$ cat config.mk
export PLATFORM = sky130hd
export DESIGN_NAME = job_sched_flat
export DESIGN_NICKNAME = d
export VERILOG_FILES = /design/src/rtl/job_sched_pkg.sv /design/src/rtl/job_sched_if.sv /design/src/rtl/job_sched_wdog.sv /design/src/rtl/job_sched.sv /design/src/flat_wrapper.sv
export SDC_FILE = /design/constraint.sdc
export NUM_CORES = 1
export LEC_CHECK = 0
export ABC_AREA = 1
export CORE_MARGIN = 5
export CORE_UTILIZATION = 35
export CTS_CLUSTER_SIZE = 28
export DETAILED_ROUTE_END_ITERATION = 10
export PLACE_DENSITY_LB_ADDON = 0.05
export SYNTH_ARGS = -nofsm -noshare
export SYNTH_HDL_FRONTEND = slang
export SYNTH_SLANG_ARGS = --single-unit
$ cat constraint.sdc
create_clock -name clk -period 1.4 [get_ports clk]
set_input_delay 0.28 -clock clk [delete_from_list [all_inputs] [get_ports clk]]
set_output_delay 0.28 -clock clk [all_outputs]
set_load 0.01 [all_outputs]
$ cat src/rtl/job_sched_pkg.sv
// Shared types and constants for the job scheduler: FSM state encoding and
// the watchdog limit used when JOB_SCHED_WDOG_EN is defined.
package job_sched_pkg;

  typedef enum logic [2:0] {
    IDLE,
    WLOAD,
    RUN,
    GAP,
    DONE
  } state_e;

  localparam int          WDOG_W     = 16;
  localparam logic [15:0] WDOG_LIMIT = 16'hFFFF;

endpackage

$ cat src/rtl/job_sched_if.sv
// Control/observation bundle between a host (master) and job_sched (slave):
// job parameters, observed stream handshakes and accelerator mode outputs.
interface job_sched_if #(
  parameter int BATCH_W = 8,
  parameter int CNT_W   = 10
) ();

  logic               start;
  logic               abort;
  logic [BATCH_W-1:0] batch_num;
  logic [CNT_W-1:0]   wbeat_num;
  logic               src_valid;
  logic               src_ready;
  logic               dst_valid;
  logic               dst_ready;
  logic               dst_last;
  logic               matw;
  logic               run;
  logic               last;
  logic               busy;
  logic               done;
  logic [BATCH_W-1:0] batch_idx;
  logic               err;

  modport master (
    output start, abort, batch_num, wbeat_num,
    output src_valid, src_ready, dst_valid, dst_ready, dst_last,
    input  matw, run, last, busy, done, batch_idx, err
  );

  modport slave (
    input  start, abort, batch_num, wbeat_num,
    input  src_valid, src_ready, dst_valid, dst_ready, dst_last,
    output matw, run, last, busy, done, batch_idx, err
  );

endinterface

$ cat src/rtl/job_sched_wdog.sv
// Inactivity counter: cleared by clr, advanced by inc, saturates at WDOG_LIMIT
// and flags expiry while sitting there.
module job_sched_wdog
  import job_sched_pkg::*;
(
  input  logic clk,
  input  logic reset,
  input  logic clr,
  input  logic inc,
  output logic expired
);

  logic [WDOG_W-1:0] cnt_q, cnt_d;

  always_comb begin
    cnt_d = cnt_q;
    if (clr) begin
      cnt_d = '0;
    end else if (inc && (cnt_q != WDOG_LIMIT)) begin
      cnt_d = cnt_q + 1'b1;
    end
  end

  always_ff @(posedge clk) begin
    if (reset) begin
      cnt_q <= '0;
    end else begin
      cnt_q <= cnt_d;
    end
  end

  assign expired = (cnt_q == WDOG_LIMIT);

endmodule

$ cat src/rtl/job_sched.sv
// Job sequencer for a weight-load / multi-batch accelerator run.
// Optional watchdog (err output) is built only when JOB_SCHED_WDOG_EN is defined.
module job_sched
  import job_sched_pkg::*;
#(
  parameter int BATCH_W = 8,
  parameter int CNT_W   = 10
) (
  input  logic        clk,
  input  logic        reset,
  job_sched_if.slave  bus
);

  state_e             state_q, state_d;
  logic [BATCH_W-1:0] bnum_q, bnum_d;
  logic [BATCH_W-1:0] idx_q, idx_d;
  logic [CNT_W-1:0]   wnum_q, wnum_d;
  logic [CNT_W-1:0]   beat_q, beat_d;
  logic               matw_q, matw_d;
  logic               run_q, run_d;
  logic               last_q, last_d;
  logic               busy_q, busy_d;
  logic               done_q, done_d;
  logic               src_hs;
  logic               dst_end;
  logic               wdog_exp;

  assign src_hs  = bus.src_valid & bus.src_ready;
  assign dst_end = bus.dst_valid & bus.dst_ready & bus.dst_last;

  always_comb begin
    state_d = state_q;
    bnum_d  = bnum_q;
    idx_d   = idx_q;
    wnum_d  = wnum_q;
    beat_d  = beat_q;

    if (bus.abort) begin
      state_d = IDLE;
    end else begin
      case (state_q)
        IDLE: begin
          if (bus.start) begin
            state_d = WLOAD;
            bnum_d  = bus.batch_num;
            wnum_d  = bus.wbeat_num;
            idx_d   = '0;
            beat_d  = '0;
          end
        end
        WLOAD: begin
          if (src_hs) begin
            beat_d = beat_q + 1'b1;
            if (beat_q == wnum_q) state_d = RUN;
          end
        end
        RUN: begin
          if (dst_end) state_d = (idx_q == bnum_q) ? DONE : GAP;
        end
        GAP: begin
          idx_d   = idx_q + 1'b1;
          state_d = RUN;
        end
        DONE:    state_d = IDLE;
        default: state_d = IDLE;
      endcase
      if (wdog_exp) state_d = IDLE;
    end

    // Outputs are decoded from the next state so they line up with state_q.
    matw_d = (state_d == WLOAD);
    run_d  = (state_d == RUN);
    last_d = (state_d == RUN) && (idx_d == bnum_d);
    busy_d = (state_d == WLOAD) || (state_d == RUN) || (state_d == GAP);
    done_d = (state_d == DONE);
  end

  always_ff @(posedge clk) begin
    if (reset) begin
      state_q <= IDLE;
      bnum_q  <= '0;
      idx_q   <= '0;
      wnum_q  <= '0;
      beat_q  <= '0;
      matw_q  <= 1'b0;
      run_q   <= 1'b0;
      last_q  <= 1'b0;
      busy_q  <= 1'b0;
      done_q  <= 1'b0;
    end else begin
      state_q <= state_d;
      bnum_q  <= bnum_d;
      idx_q   <= idx_d;
      wnum_q  <= wnum_d;
      beat_q  <= beat_d;
      matw_q  <= matw_d;
      run_q   <= run_d;
      last_q  <= last_d;
      busy_q  <= busy_d;
      done_q  <= done_d;
    end
  end

`ifdef JOB_SCHED_WDOG_EN
  logic err_q, err_d;
  logic wdog_clr, wdog_inc;

  // Any observed handshake or state transition counts as forward progress.
  assign wdog_clr = src_hs | (bus.dst_valid & bus.dst_ready) | (state_d != state_q);
  assign wdog_inc = (state_q == WLOAD) || (state_q == RUN);

  job_sched_wdog u_wdog (
    .clk     (clk),
    .reset   (reset),
    .clr     (wdog_clr),
    .inc     (wdog_inc),
    .expired (wdog_exp)
  );

  always_comb begin
    err_d = err_q;
    if (!bus.abort && (state_q == IDLE) && bus.start) err_d = 1'b0;
    if (!bus.abort && wdog_exp) err_d = 1'b1;
  end

  always_ff @(posedge clk) begin
    if (reset) begin
      err_q <= 1'b0;
    end else begin
      err_q <= err_d;
    end
  end

  assign bus.err = err_q;
`else
  assign wdog_exp = 1'b0;
  assign bus.err  = 1'b0;
`endif

  assign bus.matw      = matw_q;
  assign bus.run       = run_q;
  assign bus.last      = last_q;
  assign bus.busy      = busy_q;
  assign bus.done      = done_q;
  assign bus.batch_idx = idx_q;

endmodule
$ cat src/flat_wrapper.sv
// flat-port wrapper written by rule: the top's interface ports become plain ports
module job_sched_flat import job_sched_pkg::*;
#(
  parameter int BATCH_W = 8,
  parameter int CNT_W   = 10
)
  (clk, reset, bus_start, bus_abort, bus_batch_num, bus_wbeat_num, bus_src_valid, bus_src_ready, bus_dst_valid, bus_dst_ready, bus_dst_last, bus_matw, bus_run, bus_last, bus_busy, bus_done, bus_batch_idx, bus_err);
  job_sched_if #(.BATCH_W(BATCH_W), .CNT_W(CNT_W)) bus_i ();
  input  logic clk;
  input  logic reset;
  input wire logic [$bits(bus_i.start)-1:0] bus_start;
  input wire logic [$bits(bus_i.abort)-1:0] bus_abort;
  input wire logic [$bits(bus_i.batch_num)-1:0] bus_batch_num;
  input wire logic [$bits(bus_i.wbeat_num)-1:0] bus_wbeat_num;
  input wire logic [$bits(bus_i.src_valid)-1:0] bus_src_valid;
  input wire logic [$bits(bus_i.src_ready)-1:0] bus_src_ready;
  input wire logic [$bits(bus_i.dst_valid)-1:0] bus_dst_valid;
  input wire logic [$bits(bus_i.dst_ready)-1:0] bus_dst_ready;
  input wire logic [$bits(bus_i.dst_last)-1:0] bus_dst_last;
  output wire logic [$bits(bus_i.matw)-1:0] bus_matw;
  output wire logic [$bits(bus_i.run)-1:0] bus_run;
  output wire logic [$bits(bus_i.last)-1:0] bus_last;
  output wire logic [$bits(bus_i.busy)-1:0] bus_busy;
  output wire logic [$bits(bus_i.done)-1:0] bus_done;
  output wire logic [$bits(bus_i.batch_idx)-1:0] bus_batch_idx;
  output wire logic [$bits(bus_i.err)-1:0] bus_err;
  assign bus_i.start = bus_start;
  assign bus_i.abort = bus_abort;
  assign bus_i.batch_num = bus_batch_num;
  assign bus_i.wbeat_num = bus_wbeat_num;
  assign bus_i.src_valid = bus_src_valid;
  assign bus_i.src_ready = bus_src_ready;
  assign bus_i.dst_valid = bus_dst_valid;
  assign bus_i.dst_ready = bus_dst_ready;
  assign bus_i.dst_last = bus_dst_last;
  assign bus_matw = bus_i.matw;
  assign bus_run = bus_i.run;
  assign bus_last = bus_i.last;
  assign bus_busy = bus_i.busy;
  assign bus_done = bus_i.done;
  assign bus_batch_idx = bus_i.batch_idx;
  assign bus_err = bus_i.err;
  job_sched #(.BATCH_W(BATCH_W), .CNT_W(CNT_W)) u_core (.clk(clk), .reset(reset), .bus(bus_i));
endmodule
# Yosys cells after proc, flatten, opt, wreduce, memory -nomap -nowiden
# Cells that the tools add are included.
# totals
regBits	44
latch_bits	0
ramBits	0
romBits	0
input_bits	27
out_inout_bits	14
wordCells	51
memories	0
# classes
add_sub_neg	2
multipliers	0
div_mod_pow	0
n_lt_le_gt_ge	0
eq_ne	12
shifts	0
mux	16
n_bitwise	4
n_reduce_logical	7
# op_table
op	n
2-to-1 mux 8 bit	5
2-to-1 mux 10 bit	2
case mux 10 bit (2 select lines)	1
2-to-1 mux 3 bit	6
equality test 8 bit	2
case mux 8 bit (2 select lines)	1
equality test 3 x 2 -> 1 bit, second input constant	4
case mux 3 bit (4 select lines)	1
adder 10 x 1 -> 10 bit, second input constant	1
equality test 10 bit	1
adder 8 x 1 -> 8 bit, second input constant	1
equality test 3 x 1 -> 1 bit, second input constant	2
AND reduction 4 bit	1
AND 1 bit	3
equality test 3 bit, second input constant	1
zero test 3 bit	1
AND reduction 3 bit	1
logical OR 1 bit	2
inequality test 2 x 1 -> 1 bit, second input constant	1
inequality test 2 bit, second input constant	1
nonzero test 2 bit	1
logical AND 1 bit	1
NOT 1 bit	1

# Logic depth before layout (Yosys ltp)
# depth
depth_word	8
mapped_depth	14
ltp_nobuf	14

# Least setup slack after synthesis
# OpenSTA, ideal clock, no wires.
# synth_path
kind	reg2reg
from	register u_core.idx_q[0] (netlist: u_core.bus.batch_idx[0])
to	register u_core.last_q (netlist: u_core.bus.last)
arrival_time_ps	1484
required_time_ps	1336
setup_slack_ps	-148
stages_incl_launch_ff	14
period_less_slack_ps	1548
cell_sequence	dfxtp_1 > ha_1 > nand2_1 > nor2_1 > nand2_2 > nand2_2 > nand2_2 > nand2_1 > nand2_1 > nand2_1 > nand2_1 > nor2_1 > nand3_1 > nor2_1
# synth_between
elab_chain_len	7
# synth_lines
item	line_no	rtl
start, declared	job_sched.sv:16	logic [BATCH_W-1:0] idx_q, idx_d;
start signal, assigned	job_sched.sv:93	idx_q <= idx_d;
parallel branches: the longest is 6 deep, another holds adder 8 x 1 -> 8 bit	-	
logical AND 1 bit *	job_sched.sv:73	last_d = (state_d == RUN) && (idx_d == bnum_d);
end signal, assigned	job_sched.sv:98	last_q <= last_d;
end, declared	job_sched.sv:21	logic last_q, last_d;
# Every way passes the cells marked *.
# A chain may end at the register's enable or synchronous reset.

# Worst setup path after layout
# layout_path
from	register u_core.state_q[2]
to	register u_core.beat_q[8]
# layout_between
elab_chain_len	3
# layout_lines
item	line_no	rtl
start, declared	job_sched.sv:14	state_e state_q, state_d;
start signal, assigned	job_sched.sv:91	state_q <= state_d;
equality test 3 x 1 -> 1 bit / zero test 3 bit (equally long branches)	job_sched.sv:41	case (state_q)
inequality test 2 x 1 -> 1 bit (no line), or another cell as far along	-	
AND reduction 4 bit (no line)	-	
end signal, assigned	job_sched.sv:95	beat_q <= beat_d;
end, declared	job_sched.sv:18	logic [CNT_W-1:0] beat_q, beat_d;
# Parallel ways exist; a longest one is shown, timed or not.

==> flow_summary.toml <==
[yosys]
ys_ff_latch = 44
synth_fp_nets = 403
synth_area_leaders = "dfxtp_1 (36%), nand2_1 (18%), inv_1 (8.2%)"
synth_async_sr_flop_share_pct = 0
synthFlopType = "dfxtp_1"
netlist_area_sq_um = 2420
synth.area.mux_share_pct = 0
yosys.cell_types.count = 34
synth_edf_count = 0
synth_xor_area_share_pct = 3.25
ys_seq_area_share_pct = 36.3
synth_area_leader_cell = "dfxtp_1"
synth_compound_area_share_pct = 11.8
yosys.area_share.adder_pct = 1.03
synth_top_area_share_pct = 36.3
yosysWarnings = 0
synth.avg_cell_area_sq_um = 6.48
synth_top_family_by_area = "simple AND/OR/NAND/NOR gates"
netlist_instances = 374
synth-simple-area-share_pct = 36.6

[global_routing]
met3_usage_pct = 3.46
grt_max_degree = 19
antenna_found_initial = 0
grt_use_met2_pct = 27.1
busiest_layer = "met2"
grt_pass1_vias = 2613
grt_pass1_wl_um = 11700
grtUsageTotal_pct = 16.7
use_met1_pct = 22.6
grt.overflow.total = 0

[detailed_routing]
routed_wl_um = 7460
ant_nets = 0
via_per_inst = 4.53
num_vias = 2721
drcViolationCount = 0
drt_iter0_markers = 39
drt-pass1-iter-count = 4
post_drt_wl_per_cell_um = 12.4

[floorplanning]
ios = 41
rows = 30
die_h_um = 93.2
die_w_um = 93.2
start_util_pct = 35.9
core-area_sq_um = 6760
dieArea_sq_um = 8690

[cts]
root_buffer = "clkbuf_8"
clk_path_buf_depth = 2
hold_buffers = 0
clock_latency_ns = 0.30
clock_sinks = 44
tritoncts = "done"
clk_pin_slew_worst_paths_ns = 0.08
htreeDepth = 2
cts_buffers = 5

[outcome]
outcome = "finished, violations left"
violations = "setup timing"

[place]
gp_congestion = 0.821
port_buffers = 39
preCtsSetupSlack_ns = -0.708
dp.cells = 578
dpl.hpwl_um = 5240

[timing]
fin_setup_tns_ns = -3.51
setup_ws_ns = -0.311
fin_crit_sh_pct = 122
hold_viol = 0
maxSlewViolCount = 0
finalCriticalPeriod_ns = 1.71
rsz0062_at_grt = "yes"
timing.fmax_ghz = 0.585
hold_slack_ns = 0.508
setup_viol = 24
finClkSkew_ns = 0.00456

[power]
power_density_nw_per_um2 = 685
p_leak_nw = 2.05
ir_drop_uv = 494

[setup_path]
critical_path.slowest_cell = "dfxtp_4"
crit_path_max_fanout = 5
r2r_start = "u_core.state_q[2]"
crit_start = "u_core.state_q[2]"
path_class = "reg -> reg"
crit_path_cell_trace = "nor2_4 -> nand3_4 -> buf_6 -> buf_6 -> nand2_8 -> nand2_4 -> nor3_4 -> nand3_2 -> o21ai_2 -> a21oi_1"
start_kind = "register"
required_ns = 1.59
cpPeakStageDelay_ns = 0.38
cp-end-kind = "register"
crit_path_frequent_cell = "buf_6"
r2r_slack_ns = -0.31
arrival_ns = 1.90

[final_layout]
diodes = 0
area_delta_synth_final_pct = 80.2
instances_no_fill = 601
num-fill-cells = 623
final_nets = 549
drive_gt1_share_pct = 48.0

[flow_run]
cap_violations = 0

[worst_hold_path]
hp-class = "reg -> reg"
min_from = "u_core.wnum_q[4]"
cells in the final DEF (no fill, tap or decap), types with 3 or more instances in the layout:
cell type / n
dfxtp_2: 13
nand2_1: 89
nand3_2: 11
buf_6: 20
dfxtp_4: 6
dlygate4sd2_1: 13
nand3_1: 10
nor2_4: 11
clkbuf_8: 7
o21ai_1: 3
nand3_4: 4
o21ai_2: 16
nor3_1: 3
clkdlybuf4s50_1: 22
nor2_2: 7
a21oi_1: 20
nand2_4: 4
nor3_4: 3
a211oi_1: 3
inv_1: 39
xnor2_1: 6
nand2_2: 25
a21oi_2: 6
buf_4: 86
inv_2: 13
dfxtp_1: 25
nor2_1: 22
nand4_1: 4
what timing repair did:
item,in CTS,in global routing
resized for setup,92,97
setup buffers,2,15
setup endpoints to repair,44,35
pin swaps,18,32
routing by layer:
layer / vias to the layer above / part of all wire [%] / wire length, um
met5: - / 0 / 0
met4: 0 / 0.95 / 71
met3: 8 / 3.9 / 294
met2: 37 / 47 / 3540
met1: 1214 / 48 / 3560
li1: 1462 / - / -
cell usage after synthesis, types with 2 or more instances:
cell type	count
nor3_1	6
nor3_2	2
o21ai_1	7
dfxtp_1	44
nand4_1	4
a211oi_1	3
o21ai_0	14
nand2_4	2
xnor2_1	7
nand2_1	113
nand3_1	20
inv_2	2
buf_2	3
nand3_2	4
nor2_1	37
xor2_1	2
ha_1	2
inv_1	53
nor2_4	2
nand2_2	4
a21oi_1	27
clkbuf_1	4
area by class of cell:
class                           count  area (sq um)  share of cell area, %
Multi-Input combinational cell    264          1700                   38.9
Timing Repair Buffer              148          1300                   29.7
Sequential cell                    44           920                   21.1
Inverter                           57           229                   5.24
Clock buffer                        8           121                   2.78
Tap cell                           80           100                   2.29
where the power goes:
group / internal (W) / leakage [nW] / switching (W)
clock network: 0.000559 / 0.0627 / 0.000459
logic: 0.000340 / 1.62 / 0.000323
registers: 0.00128 / 0.369 / 0.0000251
worst max-delay path: cells and delay by family, from the launching register on:
family | cells | cell delay [ns]
buffers and inverters | 2 | 0.27
flip-flops | 1 | 0.38
AND/OR/NAND/NOR | 6 | 0.77
AO/OA/AOI/OAI | 2 | 0.18
state kept, by name (all words and copies together), names as in the netlist:
name,cells
u_core.bus.run,1
u_core.bus.done,1
u_core.bnum_q,8
u_core.state_q,3
u_core.bus.last,1
u_core.wnum_q,10
u_core.beat_q,10
u_core.bus.matw,1
u_core.bus.batch_idx,8
u_core.bus.busy,1
cell families (layout without fill, tap and decap cells):
logic type / after synthesis / in the layout
other cells: 1 / 1
xor+xnor: 9 / 9
buf+inv: 66 / 213
simple gates: 198 / 198
compound gates: 54 / 54
fa+ha+maj: 2 / 2
flops: 44 / 44
metrics by stage:
step	area (sq um)	power (W)	utilization, %
finish	4370	0.00299	64.6
global route	4370	0.00316	64.6
CTS	3980	0.00294	58.9
detailed placement	3630	0.00187	53.8
global placement	3630	0.00186	53.8
floorplan	2470	0.00159	-
final timing paths:
kind / endpoint / cells after the start
worst max-delay path: u_core.beat_q[8] / 10
worst min-delay path: u_core.wnum_q[4] / 2
worst min register to register: u_core.wnum_q[4] / 2
worst max register to register: u_core.beat_q[8] / 10
No activity file was read; power rests on OpenSTA's default activity.
